File: config.mk
export PLATFORM = sky130hd
export DESIGN_NAME = decode_issue
export DESIGN_NICKNAME = d
export VERILOG_FILES = /design/src/rtl/decode_issue.sv
export SDC_FILE = /design/constraint.sdc
export NUM_CORES = 1
export LEC_CHECK = 0
export CAP_MARGIN = 25
export CORE_UTILIZATION = 45
export DETAILED_ROUTE_END_ITERATION = 8
export PLACE_DENSITY_LB_ADDON = 0.05
export SETUP_SLACK_MARGIN = 0.3
export SLEW_MARGIN = 0
export SYNTH_ARGS = -nofsm -noshare
export SYNTH_HDL_FRONTEND = slang
export SYNTH_SLANG_ARGS = --single-unit
export TNS_END_PERCENT = 50
File: constraint.sdc
create_clock -name clk -period 3.23 [get_ports clk]
set_clock_uncertainty 0.2 [all_clocks]
set_input_delay 0.646 -clock clk [delete_from_list [all_inputs] [get_ports clk]]
set_output_delay 0.646 -clock clk [all_outputs]
set_load 0.005 [all_outputs]
File: src/rtl/decode_issue.sv
// LC-3 decode / operand-issue stage: ADD/AND/NOT decode, 8x16 register file,
// busy scoreboard with writeback release. Optional macro DECODE_FWD_EN enables
// same-cycle writeback forwarding into operand reads and hazard checks.
module decode_issue (
  input  logic        clk,
  input  logic        rst_n,
  input  logic        in_valid,
  input  logic [15:0] in_inst,
  output logic        in_ready,
  output logic        out_valid,
  input  logic        out_ready,
  output logic [3:0]  out_opcode,
  output logic [15:0] out_a,
  output logic [15:0] out_b,
  output logic [2:0]  out_dr,
  input  logic        wb_en,
  input  logic [2:0]  wb_dr,
  input  logic [15:0] wb_data,
  output logic        illegal,
  output logic [15:0] stall_cnt
);

  localparam logic [3:0] OP_ADD = 4'b0001;
  localparam logic [3:0] OP_AND = 4'b0101;
  localparam logic [3:0] OP_NOT = 4'b1001;

  logic [15:0] r_rf [0:7];
  logic [7:0]  r_busy;
  logic        r_out_valid;
  logic [3:0]  r_opcode;
  logic [15:0] r_a;
  logic [15:0] r_b;
  logic [2:0]  r_dr;
  logic        r_illegal;
  logic [15:0] r_stall_cnt;

  logic [3:0]  w_op;
  logic [2:0]  w_dr;
  logic [2:0]  w_sr1;
  logic [2:0]  w_sr2;
  logic        w_imm;
  logic [15:0] w_sext;
  logic        w_is_arith;
  logic        w_legal;
  logic        w_use_sr2;
  logic [7:0]  w_wb_mask;
  logic [7:0]  w_busy_src;
  logic [7:0]  w_busy_dst;
  logic [15:0] w_rd_a;
  logic [15:0] w_rd_b;
  logic [15:0] w_b;
  logic        w_hazard;
  logic        w_slot;
  logic        w_accept;
  logic        w_issue;
  logic        w_consume_ill;
  logic [7:0]  w_busy_next;

  assign w_op       = in_inst[15:12];
  assign w_dr       = in_inst[11:9];
  assign w_sr1      = in_inst[8:6];
  assign w_imm      = in_inst[5];
  assign w_sr2      = in_inst[2:0];
  assign w_sext     = {{11{in_inst[4]}}, in_inst[4:0]};
  assign w_is_arith = (w_op == OP_ADD) | (w_op == OP_AND);
  assign w_legal    = w_is_arith | (w_op == OP_NOT);
  assign w_use_sr2  = w_is_arith & ~w_imm;
  assign w_wb_mask  = wb_en ? (8'b0000_0001 << wb_dr) : 8'b0000_0000;

`ifdef DECODE_FWD_EN
  // A register being written back this cycle is free and its new value is visible.
  assign w_busy_src = r_busy & ~w_wb_mask;
  assign w_busy_dst = r_busy & ~w_wb_mask;
  assign w_rd_a     = (wb_en && (wb_dr == w_sr1)) ? wb_data : r_rf[w_sr1];
  assign w_rd_b     = (wb_en && (wb_dr == w_sr2)) ? wb_data : r_rf[w_sr2];
`else
  // Without forwarding the read sees stale data, so a source under writeback must wait.
  assign w_busy_src = r_busy | w_wb_mask;
  assign w_busy_dst = r_busy;
  assign w_rd_a     = r_rf[w_sr1];
  assign w_rd_b     = r_rf[w_sr2];
`endif

  assign w_hazard = w_legal & (w_busy_src[w_sr1] |
                               (w_use_sr2 & w_busy_src[w_sr2]) |
                               w_busy_dst[w_dr]);
  assign w_slot   = ~r_out_valid | out_ready;

  // Handshake ready: illegal words skip the hazard check.
  always_comb begin
    in_ready = 1'b0;
    if (w_legal) begin
      in_ready = ~w_hazard & w_slot;
    end else begin
      in_ready = w_slot;
    end
  end

  assign w_accept      = in_valid & in_ready;
  assign w_issue       = w_accept & w_legal;
  assign w_consume_ill = w_accept & ~w_legal;

  // Operand B selection by opcode.
  always_comb begin
    w_b = 16'h0000;
    case (w_op)
      OP_ADD, OP_AND: begin
        if (w_imm) begin
          w_b = w_sext;
        end else begin
          w_b = w_rd_b;
        end
      end
      OP_NOT:  w_b = 16'h0000;
      default: w_b = 16'h0000;
    endcase
  end

  // Scoreboard update: writeback clears, issue sets, set wins on the same index.
  always_comb begin
    w_busy_next = r_busy;
    if (wb_en) begin
      w_busy_next = w_busy_next & ~w_wb_mask;
    end else begin
      w_busy_next = w_busy_next;
    end
    if (w_issue) begin
      w_busy_next = w_busy_next | (8'b0000_0001 << w_dr);
    end else begin
      w_busy_next = w_busy_next;
    end
  end

  // Register file and scoreboard state.
  always_ff @(posedge clk) begin
    if (!rst_n) begin
      for (int i = 0; i < 8; i++) begin
        r_rf[i] <= 16'h0000;
      end
      r_busy <= 8'h00;
    end else begin
      if (wb_en) begin
        r_rf[wb_dr] <= wb_data;
      end
      r_busy <= w_busy_next;
    end
  end

  // Issue bundle register; holds while the ALU back-pressures.
  always_ff @(posedge clk) begin
    if (!rst_n) begin
      r_out_valid <= 1'b0;
      r_opcode    <= 4'h0;
      r_a         <= 16'h0000;
      r_b         <= 16'h0000;
      r_dr        <= 3'h0;
    end else if (w_issue) begin
      r_out_valid <= 1'b1;
      r_opcode    <= w_op;
      r_a         <= w_rd_a;
      r_b         <= w_b;
      r_dr        <= w_dr;
    end else if (out_ready) begin
      r_out_valid <= 1'b0;
    end else begin
      r_out_valid <= r_out_valid;
    end
  end

  // Illegal-word pulse and saturating hazard-stall counter.
  always_ff @(posedge clk) begin
    if (!rst_n) begin
      r_illegal   <= 1'b0;
      r_stall_cnt <= 16'h0000;
    end else begin
      r_illegal <= w_consume_ill;
      if (in_valid && !in_ready && w_hazard && (r_stall_cnt != 16'hFFFF)) begin
        r_stall_cnt <= r_stall_cnt + 16'h0001;
      end else begin
        r_stall_cnt <= r_stall_cnt;
      end
    end
  end

  assign out_valid  = r_out_valid;
  assign out_opcode = r_opcode;
  assign out_a      = r_a;
  assign out_b      = r_b;
  assign out_dr     = r_dr;
  assign illegal    = r_illegal;
  assign stall_cnt  = r_stall_cnt;

endmodule

### Word level (Yosys, flattened, before mapping)

Memory sizes are Yosys's and may differ from the RTL's. A register that Yosys moved wholly into a read port is not among the register bits.
Cells that the tools add are included.

| word-level totals | value |
|---|---|
| flip-flop bits (word level) | 49 |
| bits in writable memories | 128 |
| input bits | 40 |
| output and inout bits | 58 |
| logic and storage cells | 67 |
| memories kept | 1 |

Memory list:

| memory | words | width | rd ports | clocked after memory_dff | write ports | RTL line | text |
|---|---|---|---|---|---|---|---|
| r_rf | 8 | 16 | 2 | 1 | 8 | 27 | `logic [15:0] r_rf [0:7];` |

| operators by class | value |
|---|---|
| add/sub/neg operators | 1 |
| order comparisons | 3 |
| equality and inequality tests | 4 |
| shift operators | 2 |
| muxes and demuxes | 21 |
| bitwise operators | 20 |
| reductions and logical operators | 8 |

Operators with widths:

| operator | count |
|---|---|
| $mux 16 | 3 |
| $mux 8 | 3 |
| $add 16x1->16 const B | 1 |
| $ne 16x16->1 const B | 1 |
| $or 8x8->8 | 2 |
| $reduce_or 16->1 | 1 |
| $shl 1x3->8 const A | 2 |
| $lt 3x4->1 const B | 3 |
| $mux 1 | 11 |
| $bmux 1 s3 | 3 |
| $and 8x8->8 | 1 |
| $not 8->8 | 1 |
| $and 1x1->1 | 7 |
| $or 1x1->1 | 5 |
| $eq 4x1->1 const B | 1 |
| $eq 4x3->1 const B | 1 |
| $eq 4x4->1 const B | 1 |
| $not 1->1 | 4 |
| $logic_and 1x1->1 | 3 |
| $mux 3 | 1 |
| $logic_not 1->1 | 2 |
| $reduce_bool 2->1 | 1 |
| $reduce_or 2->1 | 1 |

### Logic depth before layout (Yosys ltp)

| depth | value |
|---|---|
| depth after elaboration | 16 |
| gate-level depth with buffers | 10 |
| gate-level depth less buffers | 7 |

### Least setup slack after synthesis

No wires, ideal clock.

| timing | value |
|---|---|
| path kind | input -> output |
| start | input in_inst[9] |
| end | output in_ready |
| arrival time | 2,025 ps |
| data required time | 2,384 ps |
| slack | 359 ps |
| stages | 5 |
| path buffers | 1 |
| cells stage by stage | buf_2 -> mux4_2 -> mux2_2 -> o31ai_2 -> and3_1 |

| on the way | value |
|---|---|
| word-level cells in the longest chain between the ends | 7 |

Ends and longest elaborated chain:

| what | RTL line | text |
|---|---|---|
| start: declaration | 8 | `input logic [15:0] in_inst,` |
| $bmux 1 s3 | 86 | `w_busy_dst[w_dr]);` |
| $mux 1 (implied by the code) | 86 |  |
| $or 1x1->1 | 85 | `(w_use_sr2 & w_busy_src[w_sr2]) \|` |
| $and 1x1->1 | 84 | `assign w_hazard = w_legal & (w_busy_src[w_sr1] \|` |
| $not 1->1 | 93 | `in_ready = ~w_hazard & w_slot;` |
| $and 1x1->1 | 93 |  |
| $mux 1 | 92 | `if (w_legal) begin` |
| end: declaration | 9 | `output logic in_ready,` |

Every way passes these cells. The select of a mux whose other input is x is not followed.

### Worst setup path in the final report

| timing | value |
|---|---|
| start | input wb_dr[0] |
| end | output in_ready |

| on the way | value |
|---|---|
| word-level cells in the longest chain between the ends | 12 |
| elaborated cells between the ends (all ways) | 14 |
| classes of those cells | shift: 1; mux: 6; bitwise: 7 |

Ends and longest elaborated chain:

| what | RTL line | text |
|---|---|---|
| start: declaration | 17 | `input logic [2:0] wb_dr,` |
| $shl 1x3->8 (*) | 68 | `assign w_wb_mask = wb_en ? (8'b0000_0001 << wb_dr) : 8'b0000_0000;` |
| $mux 8 (*) | 68 |  |
| $or 8x8->8 (*) | 78 | `assign w_busy_src = r_busy \| w_wb_mask;` |
| $bmux 1 s3 | 85 |  |
| $mux 1 (implied by the code) | 85 |  |
| $and 1x1->1 | 85 |  |
| $or 1x1->1 (*) | 84 |  |
| $or 1x1->1 (*) | 85 |  |
| $and 1x1->1 (*) | 84 |  |
| $not 1->1 (*) | 93 |  |
| $and 1x1->1 (*) | 93 |  |
| $mux 1 (*) | 92 |  |

Every way passes the cells marked *; elsewhere a longest branch is shown, timed or not. The select of a mux whose other input is x is not followed.

==> summary.txt <==
Run status
  • Status: completed

Logic synthesis
  • Sequential element share of the synthesized area: 53.0%
  • Cell variety after synth: between 50 and 60
  • Synthesized area per cell: 13.0 um^2
  • #FFs+latches synth: 193
  • Syn nets: between 700 and 800
  • Top FF cell, synth: edfxtp_1
  • Synth warn: 0
  • Cells after Synth: about 750
  • Mapped Area: roughly 9700 um^2
  • Number of enable flip-flop cells after synthesis: 128
  • Async SR Flop Fraction: 0%

Setup path
  • Critical-path top delay cell: or4b_4
  • Kind of critical path: in2out
  • Worst Path Buf+Inv: 2
  • Worst path top cell family by delay: simple AND/OR/NAND/NOR gates
  • Element type at the critical path start: input port
  • WP data arrival: between 2000 and 2500 ps
  • Delay of the slowest critical-path stage: around 560 ps
  • Crit-path max FO: 4
  • Crit end category: output port
  • CP Data Required Time: 2380 ps
  • Worst path cell trace: buf_6, or4b_4, a311oi_2, and3_4, a2bb2oi_4, and3_4, buf_6

Min path
  • Hold crit path type: reg2reg

Floorplanning
  • Core area: ~21000 um^2
  • Placement Rows: between 50 and 60
  • Initial Utilization: a little under half
  • Die extent in y: between 100 and 150 um
  • Die Wd: between 100 and 150 um
  • # IOs: between 90 and 100
  • Die ar.: about 22000 um^2

Timing
  • Slew Viols, Final: 0
  • Relative slew slack: 62.6%
  • Final Setup Violations: 0
  • Clock period minus worst slack: approximately 3000 ps
  • Setup TNS: 0 ps
  • Final hold viol count: 0
  • Max Fclk: between 0.3 and 0.4 GHz
  • Tightest Pin Transition: approximately 560 ps
  • Hold Slack: 264 ps
  • Part of the cycle the worst path needs: a little over 90%
  • RSZ-0062 raised after global routing: true

Clock network
  • Post-CTS Hold Buffers: 0
  • CTS Buf Count: 17
  • CTS tree: built
  • H-Tree Depth: 4
  • CTS clk-pin slew, worst paths: approximately 70 ps
  • Clock Tree Buf Depth: 2
  • Root buffer cell: clkbuf_16
  • Skew-Pair Late Insertion Delay: roughly 430 ps
  • Sink Count: 193

Drt
  • DRC: 0
  • 1st-iter DRT viols: around 410
  • Post-route ant nets: 0
  • Vias per cell: 5.68
  • Drt pass-1 iters: 4
  • Via count: approximately 6700
  • WL final: roughly 27000 um
  • WL/cell: 23.0 um

Placement
  • Dpl cells: about 1100
  • # port buffers: between 90 and 100
  • Final GP Congestion: ~0.82
  • Hpwl dp: ~19000 um
  • Placed cell area: between 10000 and 15000 um^2

Global routing
  • First-pass GRT wire length: 41800 um
  • Grt total ovfl: 0
  • Global Route Usage Sum: 25.8%
  • Initial antenna violation count: 1
  • Largest net degree at the start of global routing: 33
  • Vias in the first global route: 6874

Layout
  • Commonest non-fill, non-tap cells in the layout: and2_1 (133), edfxtp_1 (128), buf_4 (84)
  • Post-route design area: between 10000 and 15000 um^2
  • Share of layout cells above drive strength 1: 24.4%
  • Final net count: 934
  • Most common cell after layout, fill and taps aside: and2_1
  • Area growth, synth to finish: 24.4%
  • Finished Layout Cells: between 1000 and 1500

Power
  • Static Leakage: 4.41 nW
  • Pwr/cell area: 468 nW/um^2
  • Worst ir drop on vdd: 0.353 mV
  • Pwr Total: 5.66 mW

Run
  • Maxcap violations: 0
-- metrics by stage --
step	setup WS [ps]	utilization (%)
global placement	-585	54.2
global route	198	57.3
CTS	201	56.9
finish	219	57.3
floorplan	359	-
detailed placement	-608	54.2
-- final cells by class --
class | instances | area [um^2]
fillers | 1755 | 9010
flip-flops and latches | 193 | 5150
multi-input cells | 489 | 4330
repair buffers | 184 | 1640
clock buffers | 18 | 429
well taps | 275 | 344
clock inverters | 13 | 153
inverters | 8 | 30.0
diodes | 1 | 2.50
-- state kept, by name, summed over array words and instances (netlist names) --
name / count
out_valid: 1
out_opcode: 4
r_rf: 128
out_b: 16
illegal: 1
stall_cnt: 16
out_a: 16
r_busy: 8
out_dr: 3
-- synth_stat cells (2+ instances only) --
| cell | count | share of area, % |
|---|---|---|
| nand2_1 | 29 | 1.1 |
| inv_1 | 8 | 0.31 |
| nand3_1 | 11 | 0.57 |
| a21oi_1 | 7 | 0.36 |
| nor2_1 | 53 | 2.0 |
| nor3_1 | 3 | 0.15 |
| o22ai_1 | 2 | 0.13 |
| buf_4 | 6 | 0.46 |
| a22o_1 | 3 | 0.27 |
| and4_1 | 4 | 0.36 |
| clkbuf_1 | 31 | 1.2 |
| a211oi_1 | 20 | 1.5 |
| nor4bb_1 | 2 | 0.21 |
| mux4_2 | 66 | 15 |
| dfxtp_1 | 65 | 13 |
| edfxtp_1 | 128 | 40 |
| nand4_1 | 8 | 0.52 |
| and3_1 | 9 | 0.58 |
| o21ai_1 | 2 | 0.10 |
| nor4b_2 | 2 | 0.31 |
| and2_1 | 133 | 8.6 |
| nand4b_1 | 3 | 0.27 |
| buf_2 | 14 | 0.72 |
| a22oi_1 | 5 | 0.39 |
| o21ai_0 | 7 | 0.36 |
| o2bb2ai_1 | 12 | 1.1 |
| a211oi_2 | 8 | 1.0 |
| nor4b_1 | 2 | 0.18 |
| and3b_1 | 3 | 0.27 |
| nand4bb_1 | 3 | 0.35 |
| mux2i_1 | 35 | 3.6 |
| nor3b_1 | 2 | 0.15 |
| buf_1 | 3 | 0.12 |
| nand2b_1 | 18 | 1.2 |
| a31oi_1 | 3 | 0.19 |
| nor2b_1 | 12 | 0.77 |
-- logic make-up (layout without fill, tap and decap cells) --
family | count (synthesis) | after routing | share of synthesized area [%]
XOR/XNOR | 2 | 2 | 0.180
AND/OR/NAND/NOR | 303 | 303 | 18.2
multiplexers | 102 | 102 | 19.0
flip-flops | 193 | 193 | 53.0
buffers and inverters | 63 | 223 | 2.93
other | 0 | 1 | 0
adder cells (fa/ha/maj) | 1 | 1 | 0.129
AO/OA/AOI/OAI | 81 | 81 | 6.56
-- report_power, final --
group,internal (mW),switching [mW],total (mW)
logic,0.356,0.347,0.703
registers,2.76,0.0630,2.82
clock network,1.16,0.973,2.13
total,4.27,1.38,5.66
-- path summary, 6_finish.rpt --
| path | cells after the start | end | slack [ps] | start |
|---|---|---|---|---|
| hold / removal | 1 | out_b[7] | 260 | out_b[7] |
| hold reg to reg | 1 | out_b[7] | 260 | out_b[7] |
| setup / recovery | 7 | in_ready | 220 | wb_dr[0] |
| setup reg to reg | 9 | out_a[0] | 590 | r_busy[7] |
-- worst register-to-register path: stages, from the launching register on --
cell and delay, ps:
dfxtp_1 360, mux4_2 480, mux2_4 290, buf_4 140, buf_4 120, nor3_2 90, and4_2 350, buf_4 250
nor2_1 70, a211oi_1 230
-- metal layers --
layer | vias up | routed length, um | track usage (%)
li1 | 3091 | - | -
met1 | 3407 | 11600 | 34.0
met5 | - | 13 | 0
met3 | 20 | 1460 | 4.04
met4 | 2 | 259 | 6.12
met2 | 193 | 13800 | 44.6
-- repair_timing --
action / in CTS / in global routing
setup buffers: 0 / 4
resized for setup: 39 / 16
endpoints found under the setup margin: 34 / 1
pin swaps: 5 / 8
Note: power is estimated with default switching activity, not from simulation.
